===== config.mk =====
export PLATFORM = sky130hd
export DESIGN_NAME = tm1638_driver
export DESIGN_NICKNAME = d
export VERILOG_FILES = /design/src/rtl/tm1638_driver.sv
export SDC_FILE = /design/constraint.sdc
export NUM_CORES = 1
export LEC_CHECK = 0
export BUFFER_PORTS_ARGS = -buffer_cell sky130_fd_sc_hd__buf_4
export CAP_MARGIN = 10
export CORE_MARGIN = 4
export CORE_UTILIZATION = 45
export DETAILED_ROUTE_END_ITERATION = 10
export GPL_TIMING_DRIVEN = 0
export PLACE_DENSITY = 0.65
export SYNTH_ARGS = -nofsm -noshare
export SYNTH_HDL_FRONTEND = slang
export SYNTH_SLANG_ARGS = --single-unit

===== constraint.sdc =====
create_clock -name clk -period 4.18 [get_ports clk]
set_input_delay 0.209 -clock clk [delete_from_list [all_inputs] [get_ports clk]]
set_output_delay 0.209 -clock clk [all_outputs]
set_load 0.03 [all_outputs]

===== src/rtl/tm1638_driver.sv =====
// TM1638 LED&KEY refresh engine: writes digits, LEDs and control each frame,
// then reads back the four key bytes and publishes the pressed-key map.
module tm1638_driver #(
    parameter int CLK_DIV = 25,
    parameter int GAP     = 50
) (
    input  logic        clk,
    input  logic        rst_n,
    input  logic [63:0] digits,
    input  logic [7:0]  leds,
    input  logic [2:0]  brightness,
    input  logic        display_on,
    output logic [7:0]  keys,
    output logic        keys_valid,
    output logic        tm_stb,
    output logic        tm_clk,
    output logic        tm_dio_out,
    output logic        tm_dio_oe,
    input  logic        tm_dio_in
);
    localparam int MAXC = (CLK_DIV > GAP) ? CLK_DIV : GAP;
    localparam int CW   = $clog2(MAXC + 1);
    localparam logic [CW-1:0] DIV_END = CW'(CLK_DIV - 1);
    localparam logic [CW-1:0] GAP_END = CW'(GAP - 1);

    typedef enum logic [2:0] {
        GAP_WAIT,
        CMD_MODE,
        CMD_ADDR,
        CMD_CTRL,
        CMD_READ,
        READ_WAIT,
        READ_BYTES
    } state_t;

    state_t        state;
    state_t        nxt;
    logic [CW-1:0] cnt;
    logic          setup;
    logic          hi;
    logic [2:0]    bit_cnt;
    logic [2:0]    bit_nxt;
    logic [4:0]    byte_cnt;
    logic [4:0]    byte_nxt;
    logic [4:0]    last_byte;
    logic          last_bit;
    logic [3:0]    addr_idx;
    logic [7:0]    tx_byte;
    logic [63:0]   dig_q;
    logic [7:0]    led_q;
    logic [7:0]    ctrl_q;
    logic [7:0]    key_buf;
    logic          dio_s1;
    logic          dio_s2;

    always_ff @(posedge clk or negedge rst_n) begin
        if (!rst_n) begin
            dio_s1 <= 1'b1;
            dio_s2 <= 1'b1;
        end else begin
            dio_s1 <= tm_dio_in;
            dio_s2 <= dio_s1;
        end
    end

    // Position of the bit that the next tm_clk fall will present.
    always_comb begin
        bit_nxt  = bit_cnt + 3'd1;
        byte_nxt = byte_cnt;
        if (setup) begin
            bit_nxt  = 3'd0;
            byte_nxt = 5'd0;
        end else if (bit_cnt == 3'd7) begin
            byte_nxt = byte_cnt + 5'd1;
        end
    end

    assign addr_idx = byte_nxt[3:0] - 4'd1;

    always_comb begin
        tx_byte = 8'h00;
        case (state)
            CMD_MODE: tx_byte = 8'h40;
            CMD_ADDR: begin
                if (byte_nxt == 5'd0)
                    tx_byte = 8'hC0;
                else if (!addr_idx[0])
                    tx_byte = dig_q[{addr_idx[3:1], 3'b000} +: 8];
                else
                    tx_byte = {7'b0, led_q[addr_idx[3:1]]};
            end
            CMD_CTRL: tx_byte = ctrl_q;
            CMD_READ: tx_byte = 8'h42;
            default:  tx_byte = 8'h00;
        endcase
    end

    always_comb begin
        last_byte = 5'd0;
        case (state)
            CMD_ADDR:   last_byte = 5'd16;
            READ_BYTES: last_byte = 5'd3;
            default:    last_byte = 5'd0;
        endcase
    end

    assign last_bit = (bit_cnt == 3'd7) && (byte_cnt == last_byte);

    always_ff @(posedge clk or negedge rst_n) begin
        if (!rst_n) begin
            state      <= GAP_WAIT;
            nxt        <= CMD_MODE;
            cnt        <= '0;
            setup      <= 1'b0;
            hi         <= 1'b0;
            bit_cnt    <= 3'd0;
            byte_cnt   <= 5'd0;
            dig_q      <= '0;
            led_q      <= '0;
            ctrl_q     <= '0;
            key_buf    <= '0;
            keys       <= '0;
            keys_valid <= 1'b0;
            tm_stb     <= 1'b1;
            tm_clk     <= 1'b1;
            tm_dio_out <= 1'b1;
            tm_dio_oe  <= 1'b0;
        end else begin
            keys_valid <= 1'b0;
            cnt        <= cnt + CW'(1);
            case (state)
                GAP_WAIT: begin
                    if (cnt == GAP_END) begin
                        cnt       <= '0;
                        state     <= nxt;
                        setup     <= 1'b1;
                        tm_stb    <= 1'b0;
                        tm_dio_oe <= 1'b1;
                        if (nxt == CMD_MODE) begin
                            dig_q  <= digits;
                            led_q  <= leds;
                            ctrl_q <= {4'b1000, display_on, brightness};
                        end
                    end
                end
                CMD_MODE, CMD_ADDR, CMD_CTRL, CMD_READ: begin
                    if (cnt == DIV_END) begin
                        cnt <= '0;
                        if (hi && last_bit) begin
                            hi         <= 1'b0;
                            bit_cnt    <= 3'd0;
                            byte_cnt   <= 5'd0;
                            tm_dio_oe  <= 1'b0;
                            tm_dio_out <= 1'b1;
                            // The read command keeps STB low into the turnaround.
                            if (state == CMD_READ) begin
                                state <= READ_WAIT;
                            end else begin
                                tm_stb <= 1'b1;
                                state  <= GAP_WAIT;
                                case (state)
                                    CMD_MODE: nxt <= CMD_ADDR;
                                    CMD_ADDR: nxt <= CMD_CTRL;
                                    default:  nxt <= CMD_READ;
                                endcase
                            end
                        end else if (hi || setup) begin
                            setup      <= 1'b0;
                            hi         <= 1'b0;
                            tm_clk     <= 1'b0;
                            bit_cnt    <= bit_nxt;
                            byte_cnt   <= byte_nxt;
                            tm_dio_out <= tx_byte[bit_nxt];
                        end else begin
                            hi     <= 1'b1;
                            tm_clk <= 1'b1;
                        end
                    end
                end
                READ_WAIT: begin
                    if (cnt == GAP_END) begin
                        cnt    <= '0;
                        state  <= READ_BYTES;
                        hi     <= 1'b0;
                        tm_clk <= 1'b0;
                    end
                end
                READ_BYTES: begin
                    if (cnt == DIV_END) begin
                        cnt <= '0;
                        if (!hi) begin
                            hi     <= 1'b1;
                            tm_clk <= 1'b1;
                        end else begin
                            if (bit_cnt == 3'd0)
                                key_buf[{1'b0, byte_cnt[1:0]}] <= dio_s2;
                            if (bit_cnt == 3'd4)
                                key_buf[{1'b1, byte_cnt[1:0]}] <= dio_s2;
                            hi <= 1'b0;
                            if (last_bit) begin
                                bit_cnt    <= 3'd0;
                                byte_cnt   <= 5'd0;
                                tm_stb     <= 1'b1;
                                keys       <= key_buf;
                                keys_valid <= 1'b1;
                                state      <= GAP_WAIT;
                                nxt        <= CMD_MODE;
                            end else begin
                                tm_clk   <= 1'b0;
                                bit_cnt  <= bit_nxt;
                                byte_cnt <= byte_nxt;
                            end
                        end
                    end
                end
                default: state <= GAP_WAIT;
            endcase
        end
    end
endmodule


### Word level (Yosys, flattened, before mapping)

Index checks and enable logic that the tools add are counted.

* bits in registers: 122
* bits of input ports: 79
* word-level logic and storage cells: 172

* add/sub/neg operators: 4
* order comparisons: 6
* equality and inequality tests: 24
* shift-type cells: 1
* multiplexer cells: 90
* reductions and logical operators: 28

Operators with widths (number)
* indexed part select 64 x 7 -> 8 bit: 1
* two-way mux 3 bit: 21
* two-way mux 8 bit: 7
* two-way mux 5 bit: 8
* two-way mux 1 bit: 33
* one-hot mux 8 bit (4 select lines): 1
* != test 2 bit, second input constant: 10
* one-hot mux 5 bit (2 select lines): 2
* one-hot mux 3 bit (2 select lines): 3
* bitwise mux 8 bit: 2
* == test 3 bit, second input constant: 5
* AND reduction 7 bit: 2
* < comparator 3 x 4 -> 1 bit, second input constant: 3
* two-way mux 6 bit: 2
* one-hot mux 3 bit (4 select lines): 1
* one-hot mux 6 bit (2 select lines): 1
* AND reduction 4 bit: 3
* AND reduction 5 bit: 2
* one-hot mux 1 bit (3 select lines): 3
* AND reduction 3 bit: 3
* AND reduction 8 bit: 1
* adder 6 x 1 -> 6 bit, second input constant: 1
* binary-select mux 1 bit (select 3 bit): 2
* == test 3 x 1 -> 1 bit, second input constant: 2
* other kinds (23): 34

### Logic depth before layout (Yosys ltp)

* depth after elaboration: 13
* mapped depth: 14
* mapped depth without buffers: 11

### Worst setup path after synthesis

Ideal clock, no wire load.

* path type: flip-flop to flip-flop
* from: register byte_cnt[0]
* to: register tm_dio_out
* setup time: 0.086 ns
* arrival: 3.108 ns
* data required time: 4.094 ns
* setup slack: 0.986 ns
* cell stages (with the launch flop): 11
* buffers on the path: 1
* period minus slack after synthesis: 3.194 ns
* cells stage by stage: dfrtp_1 -> buf_6 -> inv_1 -> ha_1 -> a21oi_1 -> mux2i_2 -> mux4_1 -> mux2_2 -> a32o_1 -> a211oi_2 -> a221oi_2

* cells in the longest elaborated chain, start to end: 13
* elaborated cells on any way between the ends: 20
* those cells by class: add/sub: 2; eq/ne: 1; shift: 1; mux: 11; reduce/logical: 5

RTL lines
* start: declaration: line 43 `logic [4:0] byte_cnt;`
* start signal: assignment: line 172 `byte_cnt <= byte_nxt;`
* start signal: assignment: line 211 `byte_cnt <= byte_nxt;`
* branches (longest 13 deep; another with adder 5 x 1 -> 5 bit)
* end signal: assignment: line 173 `tm_dio_out <= tx_byte[bit_nxt];`
* end: declaration: line 17 `output logic tm_dio_out,`

Several ways; the timed one is not identified. The select of a mux whose other input is x is not followed.
A chain may end at the register's enable or synchronous reset.

### Worst setup path in the final report

Ends and elaborated chain as after synthesis.

==> impl_metrics.env <==
export IMPL_synth_async_reset_ratio_pct=100
export IMPL_slew_limit_headroom_pct=50.1
export IMPL_hold_depth=2
export IMPL_utilization_pct=58.3
export IMPL_nets=726
export IMPL_ff2ff_path_depth=10
export IMPL_drt_iter0_drcs=214
export IMPL_powerDensity_nw_per_um2=367
export IMPL_hold_path_class="primary input to flop"
export IMPL_vias=4479
export IMPL_grt_antenna_before_repair=0
export IMPL_clkSinkCount=122
export IMPL_skew_ns=0.00972
export IMPL_floorplan_initialDensity_pct=46.0
export IMPL_area_fraction_in_compound_gates_after_synthesis_pct=9.38
export IMPL_cts_root_buffer="sky130_fd_sc_hd__clkbuf_16"
export IMPL_grt_pass1_vias=4703
export IMPL_port_buffers=91
export IMPL_synthesis_instances=515
export IMPL_synth_simple_gate_area_share_pct=10.1
export IMPL_max_slew_violation_count=0
export IMPL_layout_cell_area_non_filler_sq_um=7750
export IMPL_grt_max_degree=86
export IMPL_postSynthNetCount=604
export IMPL_netlist_area_sq_um=6120
export IMPL_vdd_ir_drop_max_uv=269
export IMPL_drtPass1Iterations=5
export IMPL_kind_of_critical_path="flop to flop"
export IMPL_synth_top_cell_by_area="sky130_fd_sc_hd__dfrtp_1"
export IMPL_routed_via_density=5.43
export IMPL_multi_input_comb_area_sq_um=2870
export IMPL_synth_distinct_cells=65
export IMPL_area_growth_pct=26.6
export IMPL_filler_cell_count=1129
export IMPL_synth_ff_latch_count=122
export IMPL_insertedDiodeCount=0
export IMPL_cts_buffer_depth=2
export IMPL_max_cap_violations=0
export IMPL_finalSetupTns_ns=0
export IMPL_grt_pass1_wl_mm=23.4
export IMPL_placement_cell_area_sq_um=7050
export IMPL_max_clk_rate_mhz=272
export IMPL_dieHeight_um=125
export IMPL_preCtsSetupSlack_ns=0.453
export IMPL_global_route_usage_total_pct=19.1
export IMPL_post_synth_mux_area_share_pct=23.9
export IMPL_cts_buffers=17
export IMPL_yosys_top_cells_area="sky130_fd_sc_hd__dfrtp_1 47%, sky130_fd_sc_hd__mux2_2 18%, sky130_fd_sc_hd__nand2_1 3.0%"
export IMPL_syn_avg_cell_area_sq_um=11.9
export IMPL_tritoncts="built"
export IMPL_period_share_pct=87.9
export IMPL_final_layout_size_suffix_gt1_share_pct=38.7
export IMPL_design_die_area_sq_um=15500
export IMPL_startpoint_type="flop"
export IMPL_seqCellArea_sq_um=3060
export IMPL_die_w_um=125
export IMPL_clk_slew_on_worst_s_h_paths_ns=0.06
export IMPL_rsz_0062_raised_after_global_routing="false"
export IMPL_cts_htree_levels=4
export IMPL_globalRoute_totalOverflow=0
export IMPL_core_sq_um=13300
export IMPL_worstMarginPinSlew_ns=0.742
export IMPL_crit_arrival_ns=4.01
export IMPL_finalHoldViolCount=0
export IMPL_yosysTopAreaCellShare_pct=47.4
export IMPL_post_dp_hpwl_mm=10.4
export IMPL_finalWorstPathRequiredPeriod_ns=3.67
export IMPL_yosys_most_used_dff="sky130_fd_sc_hd__dfrtp_1"
export IMPL_drt_wl_total_mm=14.2
export IMPL_global_placer_s_final_weighted_congestion=0.898
export IMPL_seq_area_frac_synth_pct=50.0
export IMPL_drcViolationCount=0
export IMPL_mostFrequentLayoutCell="sky130_fd_sc_hd__dfrtp_1"
export IMPL_setup_viol=0
export IMPL_clock_latency_ns=0.42
export IMPL_wl_per_cell_um=17.2
export IMPL_layout_common_cells="116 x sky130_fd_sc_hd__dfrtp_1, 96 x sky130_fd_sc_hd__mux2_2, 91 x sky130_fd_sc_hd__buf_4"
export IMPL_ioPinCount=92
export IMPL_leakagePower_nw=3.43
export IMPL_worstPathRequired_ns=4.52
export IMPL_setup_slack_ns=0.507
export IMPL_post_cts_repair_setup_buffers=0
export IMPL_synth_fa_ha_area_share_pct=2.04
export IMPL_critical_path_max_fanout=9
export IMPL_status="complete, no violations"
export IMPL_synth_edff_count=0
export IMPL_drt_antenna_violating_nets=0
export IMPL_rows=42
export IMPL_post_synth_xor_area_fraction_pct=1.43
export IMPL_critical_path_endpoint_type="flop"
export IMPL_main_combinational_cell_family_by_area_after_synthesis="multiplexers"
export IMPL_yosysWarnings=0
[layout make-up]
class,count,area share (%)
tap,176,2.84
clock buffer,20,5.63
timing repair buffer,103,10.6
inverter,15,0.727
buffer,25,1.70
clock inverter,11,1.92
sequential,122,39.5
multi-input combinational,353,37.1
[state kept, by name, summed over array words and instances, names as in the netlist, 3 cells and up]
signal    cells
key_buf       8
dig_q        64
byte_cnt      5
cnt           6
led_q         8
state         3
nxt           3
bit_cnt       3
keys          8
ctrl_q        5
[metrics by stage]
stage	instances	power, W	hold WS (ns)
finish	825	0.00284	0.0139
global route	825	0.00294	0.000899
CTS	817	0.00287	0.000849
detailed placement	783	0.00140	0.136
global placement	782	0.00139	0.319
floorplan	515	0.00130	-0.0866
[where the power goes]
part / internal (W) / switching, W / total (W) / leakage, nW
combinational: 0.0000935 / 0.0000529 / 0.000146 / 1.66
clock: 0.000932 / 0.000522 / 0.00145 / 0.276
sequential: 0.00122 / 0.0000193 / 0.00124 / 1.49
[worst max-delay path, stage by stage, from the launching register on]
cell and delay [ns]:
sky130_fd_sc_hd__dfrtp_1 0.41, sky130_fd_sc_hd__buf_6 0.15, sky130_fd_sc_hd__inv_1 0.18, sky130_fd_sc_hd__ha_1 0.33
sky130_fd_sc_hd__a21oi_1 0.30, sky130_fd_sc_hd__mux2i_2 0.68, sky130_fd_sc_hd__mux4_1 0.67, sky130_fd_sc_hd__mux2_2 0.32
sky130_fd_sc_hd__a32o_1 0.27, sky130_fd_sc_hd__a211oi_2 0.24, sky130_fd_sc_hd__a221oi_2 0.05
[layer usage]
| metal | GRT usage, % | vias up | routed length, um |
|---|---|---|---|
| met5 | 0 | - | 0 |
| met4 | 8.12 | 0 | 344 |
| met3 | 6.78 | 22 | 884 |
| met2 | 30.4 | 131 | 6850 |
| met1 | 23.6 | 2208 | 6080 |
| li1 | - | 2118 | - |
[synthesized netlist by cell type, types with 2 or more instances]
library cell               count
sky130_fd_sc_hd__dfstp_2       6
sky130_fd_sc_hd__a22o_1        2
sky130_fd_sc_hd__o22ai_1       5
sky130_fd_sc_hd__nor3_1        2
sky130_fd_sc_hd__nor4_1        3
sky130_fd_sc_hd__a32oi_1       2
sky130_fd_sc_hd__nand3_1      15
sky130_fd_sc_hd__nand4_1       6
sky130_fd_sc_hd__or2_2         2
sky130_fd_sc_hd__nand2b_1      4
sky130_fd_sc_hd__clkbuf_1     14
sky130_fd_sc_hd__o21ai_0      30
sky130_fd_sc_hd__inv_1        14
sky130_fd_sc_hd__mux4_1        5
sky130_fd_sc_hd__dfrtp_1     116
sky130_fd_sc_hd__ha_1         10
sky130_fd_sc_hd__nor2b_1       6
sky130_fd_sc_hd__nand2_1      49
sky130_fd_sc_hd__buf_2         2
sky130_fd_sc_hd__mux2i_1      11
sky130_fd_sc_hd__xor2_1        4
sky130_fd_sc_hd__mux4_2        5
sky130_fd_sc_hd__nor2_1       28
sky130_fd_sc_hd__a21oi_1      18
sky130_fd_sc_hd__a31oi_1       9
sky130_fd_sc_hd__mux2_2       96
sky130_fd_sc_hd__a211o_1       2
sky130_fd_sc_hd__buf_6         4
sky130_fd_sc_hd__a41oi_1       2
sky130_fd_sc_hd__xnor2_1       6
sky130_fd_sc_hd__buf_1         3
[final timing paths]
path / from / endpoint / slack (ns)
max: byte_cnt[0]$_DFFE_PN0P_ / tm_dio_out$_DFFE_PN1P_ / 0.51
max reg2reg: byte_cnt[0]$_DFFE_PN0P_ / tm_dio_out$_DFFE_PN1P_ / 0.51
min in group asynchronous: rst_n / keys[4]$_DFFE_PN0P_ / 0.26
max in group asynchronous: rst_n / tm_dio_out$_DFFE_PN1P_ / 3.15
min reg2reg: dio_s1$_DFF_PN1_ / dio_s2$_DFF_PN1_ / 0.36
min: leds[2] / led_q[2]$_DFFE_PN0P_ / 0.01
[kinds of logic after synthesis]
family / count (synthesis)
xor+xnor: 10
fa+ha+maj: 10
compound gates: 86
flops: 122
simple gates: 128
mux: 119
buf+inv: 40
[repair_timing]
| item | 4_1_cts | 5_1_grt |
|---|---|---|
| gates resized for setup | 0 | 0 |
| endpoints found under the hold margin | 38 | 8 |
| hold buffers | 3 | 8 |
(Power assumes the default switching activity.)
